### config.mk
export PLATFORM = sky130hd
export DESIGN_NAME = smart_cargo_painel_tx
export DESIGN_NICKNAME = d
export VERILOG_FILES = /design/src/rtl/smart_cargo_painel_tx.sv
export SDC_FILE = /design/constraint.sdc
export NUM_CORES = 1
export LEC_CHECK = 0
export CAP_MARGIN = 25
export CORE_ASPECT_RATIO = 0.5
export CORE_MARGIN = 5
export CORE_UTILIZATION = 35
export CTS_CLUSTER_SIZE = 28
export DETAILED_ROUTE_END_ITERATION = 16
export GPL_ROUTABILITY_DRIVEN = 0
export GPL_TIMING_DRIVEN = 0
export PLACE_DENSITY = 0.58
export SLEW_MARGIN = 25
export SYNTH_ARGS = -nofsm -noshare
export SYNTH_HDL_FRONTEND = slang
export SYNTH_SLANG_ARGS = --single-unit
### constraint.sdc
create_clock -name clock -period 4.2 [get_ports clock]
set_input_delay 0.84 -clock clock [delete_from_list [all_inputs] [get_ports clock]]
set_output_delay 0.84 -clock clock [all_outputs]
set_load 0.03 [all_outputs]
### src/rtl/smart_cargo_painel_tx.sv
// smart_cargo_painel_tx: panel-side 8N1 serial transmitter for the SmartCargo elevator.
// Requests are buffered in a small FIFO. Control pulses accumulate into pending bits and
// win the next frame boundary.
// Optional feature macro: SMART_CARGO_TX_INTERVALO_EN adds a post-stop idle bit (INTERVALO).
module smart_cargo_painel_tx #(
    parameter int unsigned CLKS_PER_BIT = 434,
    parameter int unsigned FIFO_DEPTH   = 4
) (
    input  logic       clock,
    input  logic       reset,
    input  logic       envia_pedido,
    input  logic [1:0] origem,
    input  logic [1:0] destino,
    input  logic [1:0] tipo,
    input  logic       iniciar,
    input  logic       reset_remoto,
    input  logic       emergencia,
    output logic       TX,
    output logic       ocupado,
    output logic       fila_cheia,
    output logic       fila_vazia,
    output logic       pedido_descartado,
    output logic [3:0] db_estado
);

    localparam int unsigned BAUD_W = (CLKS_PER_BIT > 1) ? $clog2(CLKS_PER_BIT) : 1;
    localparam int unsigned PTR_W  = $clog2(FIFO_DEPTH);
    localparam logic [BAUD_W-1:0] BAUD_LAST = BAUD_W'(CLKS_PER_BIT - 1);
    localparam logic [PTR_W:0]    CNT_FULL  = (PTR_W + 1)'(FIFO_DEPTH);

`ifdef SMART_CARGO_TX_INTERVALO_EN
    typedef enum logic [3:0] {
        StOcioso    = 4'd0,
        StCarrega   = 4'd1,
        StStart     = 4'd2,
        StDados     = 4'd3,
        StStop      = 4'd4,
        StIntervalo = 4'd5
    } state_e;
`else
    typedef enum logic [3:0] {
        StOcioso  = 4'd0,
        StCarrega = 4'd1,
        StStart   = 4'd2,
        StDados   = 4'd3,
        StStop    = 4'd4
    } state_e;
`endif

    state_e            r_state, w_state_d;
    logic [BAUD_W-1:0] r_baud, w_baud_d;
    logic [2:0]        r_bit, w_bit_d;
    logic [7:0]        r_shift, w_shift_d;
    logic              r_sel_ctrl, w_sel_ctrl_d;
    logic              r_tx, w_tx_d;
    logic [2:0]        r_pend;       // {emergencia, reset_remoto, iniciar}
    logic              r_descartado;

    logic [5:0]        r_mem [FIFO_DEPTH];
    logic [PTR_W-1:0]  r_wr_ptr, r_rd_ptr;
    logic [PTR_W:0]    r_count;

    logic w_valid, w_full, w_empty, w_push, w_pop, w_load_ctrl;

    assign w_full      = (r_count == CNT_FULL);
    assign w_empty     = (r_count == '0);
    assign w_valid     = (tipo != 2'b00) && (origem != destino);
    // The selection latched in OCIOSO guarantees a non-empty FIFO when popping here
    assign w_pop       = (r_state == StCarrega) && !r_sel_ctrl;
    assign w_load_ctrl = (r_state == StCarrega) && r_sel_ctrl;
    // A full FIFO still accepts a request when the head leaves in the same cycle
    assign w_push      = envia_pedido && w_valid && (!w_full || w_pop);

    // FIFO storage, no reset needed: occupancy is tracked by the pointers
    always_ff @(posedge clock) begin
        if (w_push) begin
            r_mem[r_wr_ptr] <= {tipo, destino, origem};
        end
    end

    // FIFO pointers, occupancy, rejection pulse and pending control bits
    always_ff @(posedge clock or posedge reset) begin
        if (reset) begin
            r_wr_ptr     <= '0;
            r_rd_ptr     <= '0;
            r_count      <= '0;
            r_descartado <= 1'b0;
            r_pend       <= 3'b000;
        end else begin
            if (w_push) begin
                r_wr_ptr <= r_wr_ptr + PTR_W'(1);
            end
            if (w_pop) begin
                r_rd_ptr <= r_rd_ptr + PTR_W'(1);
            end
            if (w_push && !w_pop) begin
                r_count <= r_count + (PTR_W + 1)'(1);
            end else if (!w_push && w_pop) begin
                r_count <= r_count - (PTR_W + 1)'(1);
            end
            r_descartado <= envia_pedido && !w_push;
            // Pulses landing on the load cycle survive for the following frame
            r_pend <= (w_load_ctrl ? 3'b000 : r_pend) | {emergencia, reset_remoto, iniciar};
        end
    end

    // FSM state and datapath registers
    always_ff @(posedge clock or posedge reset) begin
        if (reset) begin
            r_state    <= StOcioso;
            r_baud     <= '0;
            r_bit      <= 3'd0;
            r_shift    <= 8'h00;
            r_sel_ctrl <= 1'b0;
            r_tx       <= 1'b1;
        end else begin
            r_state    <= w_state_d;
            r_baud     <= w_baud_d;
            r_bit      <= w_bit_d;
            r_shift    <= w_shift_d;
            r_sel_ctrl <= w_sel_ctrl_d;
            r_tx       <= w_tx_d;
        end
    end

    // Next-state logic; TX is computed from the next state so the line is registered
    always_comb begin
        w_state_d    = r_state;
        w_baud_d     = r_baud + BAUD_W'(1);
        w_bit_d      = r_bit;
        w_shift_d    = r_shift;
        w_sel_ctrl_d = r_sel_ctrl;
        w_tx_d       = 1'b1;
        case (r_state)
            StOcioso: begin
                w_baud_d = '0;
                if (r_pend != 3'b000) begin
                    w_sel_ctrl_d = 1'b1;
                    w_state_d    = StCarrega;
                end else if (!w_empty) begin
                    w_sel_ctrl_d = 1'b0;
                    w_state_d    = StCarrega;
                end
            end
            StCarrega: begin
                w_baud_d  = '0;
                w_bit_d   = 3'd0;
                w_shift_d = r_sel_ctrl
                          ? {1'b1, 2'b00, r_pend[2], 1'b0, r_pend[1], 1'b0, r_pend[0]}
                          : {2'b00, r_mem[r_rd_ptr]};
                w_state_d = StStart;
            end
            StStart: begin
                if (r_baud == BAUD_LAST) begin
                    w_baud_d  = '0;
                    w_state_d = StDados;
                end
            end
            StDados: begin
                if (r_baud == BAUD_LAST) begin
                    w_baud_d = '0;
                    w_bit_d  = r_bit + 3'd1;
                    if (r_bit == 3'd7) begin
                        w_state_d = StStop;
                    end else begin
                        w_shift_d = {1'b0, r_shift[7:1]};
                    end
                end
            end
            StStop: begin
                if (r_baud == BAUD_LAST) begin
                    w_baud_d  = '0;
`ifdef SMART_CARGO_TX_INTERVALO_EN
                    w_state_d = StIntervalo;
`else
                    w_state_d = StOcioso;
`endif
                end
            end
`ifdef SMART_CARGO_TX_INTERVALO_EN
            StIntervalo: begin
                if (r_baud == BAUD_LAST) begin
                    w_baud_d  = '0;
                    w_state_d = StOcioso;
                end
            end
`endif
            default: begin
                w_baud_d  = '0;
                w_state_d = StOcioso;
            end
        endcase
        if (w_state_d == StStart) begin
            w_tx_d = 1'b0;
        end else if (w_state_d == StDados) begin
            w_tx_d = w_shift_d[0];
        end
    end

    assign TX                = r_tx;
    assign ocupado           = (r_state != StOcioso);
    assign fila_cheia        = w_full;
    assign fila_vazia        = w_empty;
    assign pedido_descartado = r_descartado;
    assign db_estado         = r_state;

endmodule
==> impl_metrics.tcl, run 1 <==
set metrics [dict create \
    finalHoldViolations 0 \
    wl_per_cell_um 13.6 \
    route.detailed.drc 0 \
    timing.fmax_ghz 0.338 \
    worst_hold_path_type "register to register" \
    slowest_delay_ps 440 \
    period_share 0.705 \
    synth-edff-count 24 \
    worstPathArrival_ps 3200 \
    fin_nets 270 \
    drive_gt1_frac 0.146 \
    cp-end-kind "register" \
    setup_violations 0 \
    status "complete, no violations" \
    row_count 22 \
    vias_per_cell 4.76 \
    synthTopCellsByCount "36 x dfrtp_1, 26 x nor2_1, 24 x edfxtp_1, 18 x nand2_1" \
    synth_nets 238 \
    cts.repair.resized 0 \
    crit_family "simple AND/OR/NAND/NOR gates" \
    synthArstFlopShare 0.607 \
    rr_endpoint "r_count[2]" \
    fp.dieH_um 72.6 \
    synth.area.top_cells "dfrtp_1 33%, edfxtp_1 26%, ha_1 4.1%" \
    p_leak_nw 1.31 \
    cp_cell_sequence "nor2_1 > nand3_2 > nor2_1 > inv_1 > a21oi_4 > ha_1 > inv_1 > fa_1 > xor2_1 > nor2_1 > xor2_1" \
    ios 21 \
    synth-seq-area-share 0.600 \
    dr.first_iter.drc_count 65 \
    dp_hpwl_um 3590 \
    startpoint_type "register" \
    syn_to_final_growth_pct 24.2 \
    portBuffers 20 \
    hold_buffers 0 \
    cp_common_cell "nor2_1" \
    ys_types 43 \
    whs_ps 481 \
    core_um2 7490 \
    fin_setup_tns_ps 0 \
    ys_warn_count 0 \
    clk_pin_slew_ps 50 \
    grt_max_degree 21 \
    hold-path-endpoint "r_count[2]" \
    grt_first_pass_wirelength_um 8630 \
    synthFlopType "dfrtp_1" \
    syn_inst 216 \
    hold_start "r_count[2]" \
    start_util 0.367 \
    final_util 0.455 \
    avgSynthCellArea_um2 12.7 \
    p_per_area_nw_per_um2 572 \
    seq_area_um2 1650 \
    skew_ps 4.85 \
    antenna_found_initial 0 \
    synth_seq_cells 61 \
    path_class "register to register" \
    min_period_ps 2960 \
    cts.path.max_buffers 2 \
    r2r_start "db_estado[2]" \
    critical_path_required_ps 4440 \
    dieArea_um2 9820 \
    synth_top_area_frac 0.328 \
    htreeDepth 3 \
    track_usage 0.112 \
    tritoncts "done" \
    grt-ovfl-total 0 \
    rsz0062_at_grt "no" \
    clock_latency_ps 320 \
    cts_root_buf "clkbuf_16" \
    hold_path_depth 1 \
    vias 1718 \
    num-fill-cells 699 \
    diodes 0 \
    slew_viol_final 0 \
    rrSetupSlack_ps 1240 \
    cts_made_buffers 9 \
    grt_pass1_vias 1768 \
    multi_input_area_um2 1020 \
    postCtsSetupBuffers 0 \
    netlist_area_um2 2750 \
    yosysMostFrequentCell "dfrtp_1" \
    dr.pass1.iters 4 \
    worstPathMaxFanout 9 \
    r2r_cells 11 \
    drtAntennaViolNets 0 \
    slowest_stage "dfrtp_1" \
    cts_sinks 61 \
    die_x_um 135 \
    ir_drop_mv 0.285 \
    totalPowerFinal_w 0.00195 \
    synth_largest_area_cell "dfrtp_1" \
    critPathBufInv 2 \
    max_cap_viol_count 0 \
    routed_wl_um 4920 \
]
[worst max path at each step]
stage / cells past startpoint / to / from / slack, ps
after floorplan: 11 / r_count[2] / db_estado[2] / 1520
after CTS: 11 / r_count[2] / db_estado[2] / 1200
after detailed placement: 10 / r_count[2] / destino[1] / 960
final: 11 / r_count[2] / db_estado[2] / 1240
after global routing: 11 / r_count[2] / db_estado[2] / 900
after global placement: 10 / r_count[2] / destino[1] / 1010
[layer usage]
metal / global-route usage / part of all wire / routed length, µm
met2: 0.181 / 0.50 / 2460
met4: 0.0458 / 0.0093 / 46
met5: 0 / 0 / 0
met1: 0.145 / 0.47 / 2300
met3: 0.0317 / 0.024 / 116
[flip-flops by register name (all words and copies together), names as in the netlist]
register / count
db_estado: 4
r_baud: 9
TX: 1
r_sel_ctrl: 1
r_wr_ptr: 2
r_rd_ptr: 2
r_shift: 8
pedido_descartado: 1
r_pend: 3
r_bit: 3
r_mem: 24
r_count: 3
[power breakdown]
group          total [W]  internal, W  switching (W)  leakage (nW)
logic           0.000436     0.000204       0.000232         0.475
registers       0.000794     0.000734      0.0000598         0.683
clock network   0.000720     0.000461       0.000259         0.150
total            0.00195      0.00140       0.000551          1.31
[cell usage in the layout, fill, tap and decap left out, types with 4 or more instances in the layout]
cell type	instances
and2_1	4
clkbuf_1	5
clkbuf_16	9
clkdlybuf4s50_1	20
dfrtp_1	36
edfxtp_1	24
ha_1	9
inv_1	8
mux2i_1	6
mux4_2	5
nand2_1	18
nand3_1	5
nor2_1	26
nor3_1	6
o21ai_0	7
xnor2_1	9
xor2_1	6
[worst register-to-register path: stages, from the launching register on]
cell     delay (ps)
dfrtp_1         440
nor2_1          290
nand3_2         230
nor2_1          400
inv_1           200
a21oi_4         270
ha_1            220
inv_1            60
fa_1            370
xor2_1          150
nor2_1          110
xor2_1          150
[through the flow]
stage	instances	area, µm²	setup WS [ps]
final	361	3410	1240
after detailed placement	345	3110	960
after CTS	361	3410	1200
after global routing	361	3410	902
after floorplan	216	2750	1520
after global placement	344	3080	1010
[cell families (layout without fill, tap and decap cells)]
logic type               after synthesis  after routing  synth area share
adder cells (fa/ha/maj)               10             10            0.0483
buffers and inverters                 17             54            0.0292
AND/OR/NAND/NOR                       73             73             0.129
multiplexers                          12             12            0.0670
flip-flops                            61             61             0.600
AO/OA/AOI/OAI                         27             27            0.0770
XOR/XNOR                              15             15            0.0479
other                                  1              1           0.00137
[final cells by class]
type | count | share of cell area
buffer | 8 | 0.0136
clock buffer | 9 | 0.0661
tap | 108 | 0.0396
sequential | 61 | 0.483
inverter | 9 | 0.00991
clock inverter | 7 | 0.0220
multi-input combinational | 138 | 0.298
timing repair buffer | 21 | 0.0668
Power figures use the tool's default switching activity.
==> run 2, diff against run 1 <==
Settings changed: PLACE_DENSITY 0.58 to 0.6.
Clock period 4.2 ns to 2.5 ns, I/O delays scaled along.
==> impl_metrics.tcl, run 2 (same netlist as run 1, synthesis figures left out) <==
set metrics [dict create \
    status "complete, no violations" \
    finalHoldViolations 0 \
    cts_made_buffers 9 \
    wl_per_cell_um 14.0 \
    final_common_cell "dfrtp_1" \
    row_count 22 \
    dr.first_iter.drc_count 132 \
    portBuffers 20 \
    setup_violations 0 \
    tightestPinTransition_ps 765 \
    final_area_um2 3430 \
    use_met1 0.144 \
    dr.pass1.iters 4 \
    worstPathArrival_ps 1840 \
    syn_to_final_growth_pct 24.9 \
    cts.path.max_buffers 2 \
    cp-end-kind "primary output" \
    place_area_um2 3100 \
    grt_max_degree 38 \
    multi_input_area_um2 1060 \
    ir_drop_mv 0.396 \
    use_met3 0.0289 \
    largestRegisters "r_mem x24, r_baud x9, r_shift x8" \
    seq_area_um2 1650 \
    period_share 0.937 \
    totalPowerFinal_w 0.00320 \
    slew_headroom 0.489 \
    tritoncts "done" \
    grt_first_pass_wirelength_um 8760 \
    regMostFlops "r_mem" \
    min_period_ps 2340 \
    drive_gt1_frac 0.184 \
    max_cap_viol_count 0 \
    vias_per_cell 4.75 \
    dp_hpwl_um 3590 \
    die_x_um 135 \
    critical_path_required_ps 2000 \
    cts_sinks 61 \
    grt_pass1_vias 1785 \
    clk_pin_slew_ps 50 \
    pre_cts_ws_ps -455 \
    core_um2 7490 \
    start_util 0.367 \
    worst_hold_path_type "register to register" \
    track_usage 0.115 \
    fin_nets 272 \
    antenna_found_initial 0 \
    route.detailed.drc 0 \
    timing.fmax_ghz 0.427 \
    cts_root_buf "clkbuf_16" \
    fin_ws_ps 157 \
    htreeDepth 3 \
    startpoint_type "register" \
    grtUsageMet2 0.195 \
    vias 1723 \
    mostFrequentLayoutCells "34 x dfrtp_1, 24 x nor2_1, 24 x edfxtp_1" \
    ios 21 \
    drtAntennaViolNets 0 \
    p_leak_nw 1.30 \
    dieArea_um2 9820 \
    skew_ps 11.0 \
    whs_ps 487 \
    grt-busiest-layer "met2" \
    fp.dieH_um 72.6 \
    worstPathMaxFanout 4 \
    p_per_area_nw_per_um2 934 \
    hold_buffers 0 \
    largest_reg_flops 24 \
    final_util 0.458 \
    routed_wl_um 5090 \
    grt-ovfl-total 0 \
    num-fill-cells 700 \
    path_class "register to primary output" \
    slew_viol_final 0 \
    diodes 0 \
    clock_latency_ps 320 \
]
-- run 2: worst paths after layout --
path	slack (ps)	end	cells after the start	start
worst max-delay path	160	fila_vazia	2	r_count[1]
worst min-delay path	490	r_count[2]	1	r_count[2]
worst max register to register	220	r_count[2]	11	db_estado[2]
worst min register to register	490	r_count[2]	1	r_count[2]
max in group asynchronous	1300	db_estado[1]	2	reset
min in group asynchronous	650	r_baud[5]	2	reset
-- run 2: critical path, stage by stage (launching register included) --
cell	delay, ps
dfrtp_1	430
nor3_1	350
clkdlybuf4s50_1	750
-- run 2: through the flow --
stage	cells	setup TNS (ps)
after global routing	363	-5.35
after floorplan	216	0
final	363	0
after global placement	344	-654
after detailed placement	344	-1220
after CTS	361	0
-- run 2: power by group --
part,internal (W),total [W],switching [W]
logic,0.000353,0.000740,0.000387
clock network,0.000670,0.00112,0.000445
registers,0.00123,0.00135,0.000114
total,0.00226,0.00320,0.000947
-- run 2: layer usage --
layer,part of all wire,vias up
met1,0.44,853
met3,0.034,7
met2,0.52,27
met4,0.012,0
li1,-,836
met5,0,-
-- run 2: cell type report --
type	instances	share of cell area
inverter	9	0.0106
tap	108	0.0394
timing repair buffer	24	0.0679
buffer	7	0.0124
clock inverter	7	0.0142
multi-input combinational	138	0.309
clock buffer	9	0.0657
sequential	61	0.481
-- run 2: timing repair --
action                     4_1_cts  5_1_grt
setup endpoints to repair        2        2
setup buffers                    1        3
gates resized for setup          1        6
pin swaps                        1        3
hold endpoints to repair         0        0
